<file path="src/rtl/dice_game_multi.sv">
// rtl/dice_game_multi.sv - multi-player craps round/turn/score controller
// Optional point-phase roll limit enabled by defining DICE_ROLL_LIMIT_EN.
module dice_game_multi #(
    parameter  int SUM_W           = 4,
    parameter  int N_PLAYERS       = 2,
    parameter  int SCORE_W         = 8,
    parameter  int WIN_TARGET      = 5,
    parameter  int MAX_POINT_ROLLS = 8,
    localparam int PW              = (N_PLAYERS > 1) ? $clog2(N_PLAYERS) : 1,
    localparam int CNT_W           = $clog2(MAX_POINT_ROLLS + 1)
) (
    input  logic                         clk,
    input  logic                         rst_n,
    input  logic [SUM_W-1:0]             sum_i,
    input  logic                         rb_i,
    input  logic                         new_round_i,
    input  logic                         clr_scores_i,
    output logic                         roll_o,
    output logic                         win_o,
    output logic                         lose_o,
    output logic                         match_over_o,
    output logic [PW-1:0]                player_o,
    output logic [SUM_W-1:0]             point_o,
    output logic                         point_valid_o,
    output logic [CNT_W-1:0]             roll_cnt_o,
    output logic [N_PLAYERS*SCORE_W-1:0] scores_o
);

    typedef enum logic [2:0] {
        S_IDLE, S_COME, S_PWAIT, S_PROLL, S_WIN, S_LOSE, S_OVER
    } state_t;

    localparam logic [SUM_W-1:0]   C_2      = SUM_W'(2);
    localparam logic [SUM_W-1:0]   C_3      = SUM_W'(3);
    localparam logic [SUM_W-1:0]   C_7      = SUM_W'(7);
    localparam logic [SUM_W-1:0]   C_11     = SUM_W'(11);
    localparam logic [SUM_W-1:0]   C_12     = SUM_W'(12);
    localparam logic [CNT_W-1:0]   CNT_MAX  = {CNT_W{1'b1}};
    localparam logic [SCORE_W-1:0] SCR_MAX  = {SCORE_W{1'b1}};
    localparam logic [SCORE_W-1:0] TARGET   = SCORE_W'(WIN_TARGET);
    localparam logic [PW-1:0]      LAST_PLR = PW'(N_PLAYERS - 1);

    state_t                       r_state;
    state_t                       w_state_next;
    logic [PW-1:0]                r_player;
    logic [SUM_W-1:0]             r_point;
    logic [CNT_W-1:0]             r_roll_cnt;
    logic [N_PLAYERS*SCORE_W-1:0] r_scores;

    logic                         w_d7;
    logic                         w_d711;
    logic                         w_d2312;
    logic                         w_limit;
    logic [CNT_W-1:0]             w_cnt_next;
    logic [SCORE_W-1:0]           w_cur_score;
    logic [SCORE_W-1:0]           w_score_next;
    logic [PW-1:0]                w_player_next;
    logic                         w_clear;
    logic                         w_capture;
    logic                         w_cnt_inc;
    logic                         w_score_inc;
    logic                         w_advance;

    assign w_d7          = (sum_i == C_7);
    assign w_d711        = w_d7 || (sum_i == C_11);
    assign w_d2312       = (sum_i == C_2) || (sum_i == C_3) || (sum_i == C_12);
    assign w_cnt_next    = (r_roll_cnt == CNT_MAX) ? r_roll_cnt : r_roll_cnt + 1'b1;
    assign w_cur_score   = r_scores[int'(r_player)*SCORE_W +: SCORE_W];
    assign w_score_next  = (w_cur_score == SCR_MAX) ? w_cur_score : w_cur_score + 1'b1;
    assign w_player_next = (r_player == LAST_PLR) ? '0 : r_player + 1'b1;

`ifdef DICE_ROLL_LIMIT_EN
    assign w_limit = (w_cnt_next == CNT_W'(MAX_POINT_ROLLS));
`else
    assign w_limit = 1'b0;
`endif

    always_ff @(posedge clk or negedge rst_n) begin
        if (!rst_n) begin
            r_state <= S_IDLE;
        end else begin
            r_state <= w_state_next;
        end
    end

    always_comb begin
        w_state_next = r_state;
        w_clear      = 1'b0;
        w_capture    = 1'b0;
        w_cnt_inc    = 1'b0;
        w_score_inc  = 1'b0;
        w_advance    = 1'b0;
        case (r_state)
            S_IDLE: begin
                if (clr_scores_i) begin
                    w_clear = 1'b1;
                end else if (rb_i) begin
                    w_state_next = S_COME;
                end
            end
            S_COME: begin
                if (!rb_i) begin
                    if (w_d711) begin
                        w_state_next = S_WIN;
                        w_score_inc  = 1'b1;
                    end else if (w_d2312) begin
                        w_state_next = S_LOSE;
                    end else begin
                        w_state_next = S_PWAIT;
                        w_capture    = 1'b1;
                    end
                end
            end
            S_PWAIT: begin
                if (rb_i) begin
                    w_state_next = S_PROLL;
                end
            end
            S_PROLL: begin
                if (!rb_i) begin
                    w_cnt_inc = 1'b1;
                    // Matching the point outranks a 7 and the roll limit
                    if (sum_i == r_point) begin
                        w_state_next = S_WIN;
                        w_score_inc  = 1'b1;
                    end else if (w_d7 || w_limit) begin
                        w_state_next = S_LOSE;
                    end else begin
                        w_state_next = S_PWAIT;
                    end
                end
            end
            S_WIN: begin
                if (clr_scores_i) begin
                    w_clear = 1'b1;
                end else if (new_round_i) begin
                    if (w_cur_score == TARGET) begin
                        w_state_next = S_OVER;
                    end else begin
                        w_state_next = S_IDLE;
                        w_advance    = 1'b1;
                    end
                end
            end
            S_LOSE: begin
                if (clr_scores_i) begin
                    w_clear = 1'b1;
                end else if (new_round_i) begin
                    w_state_next = S_IDLE;
                    w_advance    = 1'b1;
                end
            end
            S_OVER: begin
                if (clr_scores_i) begin
                    w_clear = 1'b1;
                end
            end
            default: w_state_next = S_IDLE;
        endcase
        if (w_clear) begin
            w_state_next = S_IDLE;
        end
    end

    always_ff @(posedge clk or negedge rst_n) begin
        if (!rst_n) begin
            r_player   <= '0;
            r_point    <= '0;
            r_roll_cnt <= '0;
            r_scores   <= '0;
        end else if (w_clear) begin
            r_player   <= '0;
            r_roll_cnt <= '0;
            r_scores   <= '0;
        end else begin
            if (w_capture) begin
                r_point    <= sum_i;
                r_roll_cnt <= '0;
            end
            if (w_cnt_inc) begin
                r_roll_cnt <= w_cnt_next;
            end
            if (w_score_inc) begin
                r_scores[int'(r_player)*SCORE_W +: SCORE_W] <= w_score_next;
            end
            if (w_advance) begin
                r_player <= w_player_next;
            end
        end
    end

    assign roll_o        = rb_i && ((r_state == S_COME) || (r_state == S_PROLL));
    assign win_o         = (r_state == S_WIN);
    assign lose_o        = (r_state == S_LOSE);
    assign match_over_o  = (r_state == S_OVER);
    assign point_valid_o = (r_state == S_PWAIT) || (r_state == S_PROLL);
    assign player_o      = r_player;
    assign point_o       = r_point;
    assign roll_cnt_o    = r_roll_cnt;
    assign scores_o      = r_scores;

endmodule
</file>
<file path="config.mk">
export PLATFORM = sky130hd
export DESIGN_NAME = dice_game_multi
export DESIGN_NICKNAME = d
export VERILOG_FILES = /design/src/rtl/dice_game_multi.sv
export SDC_FILE = /design/constraint.sdc
export NUM_CORES = 1
export LEC_CHECK = 0
export BUFFER_PORTS_ARGS = -buffer_cell sky130_fd_sc_hd__buf_2
export CAP_MARGIN = 20
export CORE_ASPECT_RATIO = 0.5
export CORE_MARGIN = 1.5
export CORE_UTILIZATION = 49
export CTS_CLUSTER_DIAMETER = 120
export DETAILED_ROUTE_END_ITERATION = 8
export GPL_ROUTABILITY_DRIVEN = 0
export PLACE_DENSITY = 0.81
export SLEW_MARGIN = 20
export SYNTH_ARGS = -nofsm -noshare
export SYNTH_HDL_FRONTEND = slang
export SYNTH_SLANG_ARGS = --single-unit
</file>
<file path="constraint.sdc">
create_clock -name clk -period 2.6 [get_ports clk]
set_clock_uncertainty 0.15 [all_clocks]
set_input_delay 0.39 -clock clk [delete_from_list [all_inputs] [get_ports clk]]
set_output_delay 0.39 -clock clk [all_outputs]
set_load 0.01 [all_outputs]
</file>
==> impl_metrics.json <==
{
  "pin_count_of_the_biggest_net_entering_global_routing": 29,
  "grt_use_total_pct": 22.68,
  "vdd_ir_drop_max_mv": 0.2136,
  "wirelength_um": 4612,
  "netlist.area_leader.share_pct": 36.60,
  "place_hpwl_um": 3231,
  "synthesis.area_per_instance_um2": 9.384,
  "portBuffers": 38,
  "synth_edf_count": 0,
  "timing.max_cap.violations": 0,
  "vias": 1719,
  "relSlewSlack_pct": 49.46,
  "numCtsBuffers": 3,
  "ys_dominant_reg_cell": "dfrtp_1",
  "drt_iter0_markers": 107,
  "instances_no_fill": 290,
  "die_width_um": 91.40,
  "cts_tree": "built",
  "number_of_h_tree_levels": 1,
  "cts_hold_repair_buffers": 0,
  "initial_core_util_pct": 53.40,
  "boundaryPins": 39,
  "drt_first_pass_iters": 4,
  "endpoint_kind": "register",
  "synthesis.area_um2": 1914,
  "n_fill_cell": 311,
  "antenna_left": 0,
  "synth-seq-cells": 28,
  "drc": 0,
  "run_status": "complete, but fails checks",
  "placed_cells": 286,
  "wl_per_cell_um": 15.90,
  "post_cts.repair.setup_buffers": 0,
  "slew_violations": 0,
  "power.density_nw_per_um2": 685.9,
  "synth_area_leader_cell": "dfrtp_1",
  "report.final.setup_viol": 0,
  "worst_pin_slew_ns": 0.7580,
  "cts_sinks": 28,
  "grt_pass1_wl_um": 7472,
  "final_layout_size_suffix_gt1_share_pct": 26.36,
  "worst_slack_ns": 0.2921,
  "path_depth_of_the_worst_reg2reg_path": 7,
  "critPathArrivalTime_ns": 2.36,
  "critPathLaunchType": "register",
  "clock_insertion_delay_worst_skew_ns": 0.28,
  "area_of_all_placed_cells_without_fillers_um2": 2177,
  "bufs_on_longest_clock_path": 2,
  "flow.area_growth_from_synthesis_pct": 13.73,
  "n_antenna_cell": 0,
  "report.final.hold_viol_count": 28,
  "vias_per_cell": 5.928,
  "critPathKind": "reg -> reg",
  "synth_commonest_cells": "dfrtp_1 (28), nand3_1 (23), o21ai_0 (14)",
  "synth_seq_area_share_pct": 36.60,
  "cp_max_fo": 8,
  "antenna_found_initial": 0,
  "fmaxAchievable_ghz": 0.4333,
  "power.leakage_uw": 0.0009719,
  "cts.reportedPaths.clkPinSlew_ns": 0.10,
  "nNetsFinal": 252,
  "die_height_um": 47.20,
  "core_area_um2": 3585,
  "ctsRootBufferMaster": "clkbuf_8",
  "synth.net_count": 216,
  "dp_worst_setup_slack_ns": 0.3484,
  "period_share_pct": 88.76,
  "fp-row-count": 15,
  "ys_top_cells_by_area": "dfrtp_1 (37%), nand3_1 (6.0%), mux2i_1 (3.7%), o21ai_0 (3.7%), mux2_2 (3.5%)",
  "timing.final.crit_period_ns": 2.308,
  "fp.dieArea_um2": 4313,
  "worst-endpoint-required_ns": 2.65,
  "async_reset_ff_share_pct": 100.0,
  "yosysWarningCount": 0,
  "synth.most_common_cell": "dfrtp_1",
  "whs_ns": -0.02328,
  "violations": "negative hold slack",
  "min_delay_path_class": "in -> async",
  "synthCells": 204,
  "fin_tns_setup_ns": 0,
  "grt_overflow": 0,
  "first_global_vias": 1489,
  "cts.repair.resized": 0,
  "placedInstanceArea_um2": 2122,
  "grt_setup_unrepaired": "no",
  "distinct_cells_synth": 48
}
[per-layer routing]
metal / part of all wire (%) / global-route usage, %
met4: 1.7 / 7.500
met1: 46 / 29.70
met3: 5.0 / 3.722
met2: 47 / 40.00
met5: 0 / 0
[critical path: stages (launching register included)]
cell and delay, ns:
dfrtp_1 0.44, mux2_2 0.27, ha_1 0.19, nand4b_1 0.14, a21o_1 0.30, nor2_2 0.24, mux2_2 0.38, o21ai_1 0.14
[cells in the final DEF (no fill, tap or decap), drive strengths merged, types with 4 or more instances in the layout]
cell | netlist | final
nand3 | 23 | 23
nor3 | 4 | 4
mux2i | 7 | 7
o21ai | 27 | 27
nand3b | 5 | 5
nor2 | 8 | 8
dfrtp | 28 | 28
nor4 | 4 | 4
inv | 6 | 6
nand4 | 4 | 4
nand2 | 13 | 13
xor2 | 4 | 4
buf | 8 | 42
nor2b | 4 | 4
clkbuf | 3 | 4
a21oi | 5 | 5
nand4b | 4 | 4
mux2 | 6 | 6
[where the power goes]
group | switching, uW | leakage, uW | total [uW] | internal (uW)
sequential | 91.5 | 0.000380 | 596 | 505
clock | 145 | 0.0000288 | 281 | 136
combinational | 365 | 0.000563 | 616 | 251
[kinds of logic after synthesis]
kind of cell | share of synthesized area [%]
compound gates | 19.80
xor+xnor | 3.203
fa+ha+maj | 2.549
buf+inv | 5.163
flops | 36.60
mux | 7.189
simple gates | 25.49
[through the flow]
step	utilization, %	total power [uW]
6_report	60.73	1493
5_1_grt	60.73	1591
4_1_cts	60.73	1502
3_5_place_dp	59.20	1213
3_3_place_gp	59.20	1183
2_1_floorplan	-	1028
[cell type report]
class	count	area (um^2)	area share (%)
clock buffer	4	55.05	2.529
inverter	6	22.52	1.034
multi-input combinational	159	1115	51.21
sequential	28	700.7	32.18
tap	51	63.81	2.931
timing repair buffer	42	220.2	10.11
[worst paths after layout]
kind | start | endpoint | slack [ns]
worst max register to register | player_o | scores_o[9] | 0.29
worst min register to register | point_o[0] | point_o[0] | 0.37
min in group clk | clr_scores_i | r_state[2] | 0.28
worst max-delay path | player_o | scores_o[9] | 0.29
worst min-delay path | rst_n | point_o[3] | -0.02
max in group asynchronous | rst_n | scores_o[6] | 1.90
[flip-flops by register name, summed over array words and instances, names as in the netlist]
register    cells
player_o        1
point_o         4
scores_o       16
roll_cnt_o      4
r_state         3
(Power assumes the default switching activity.)
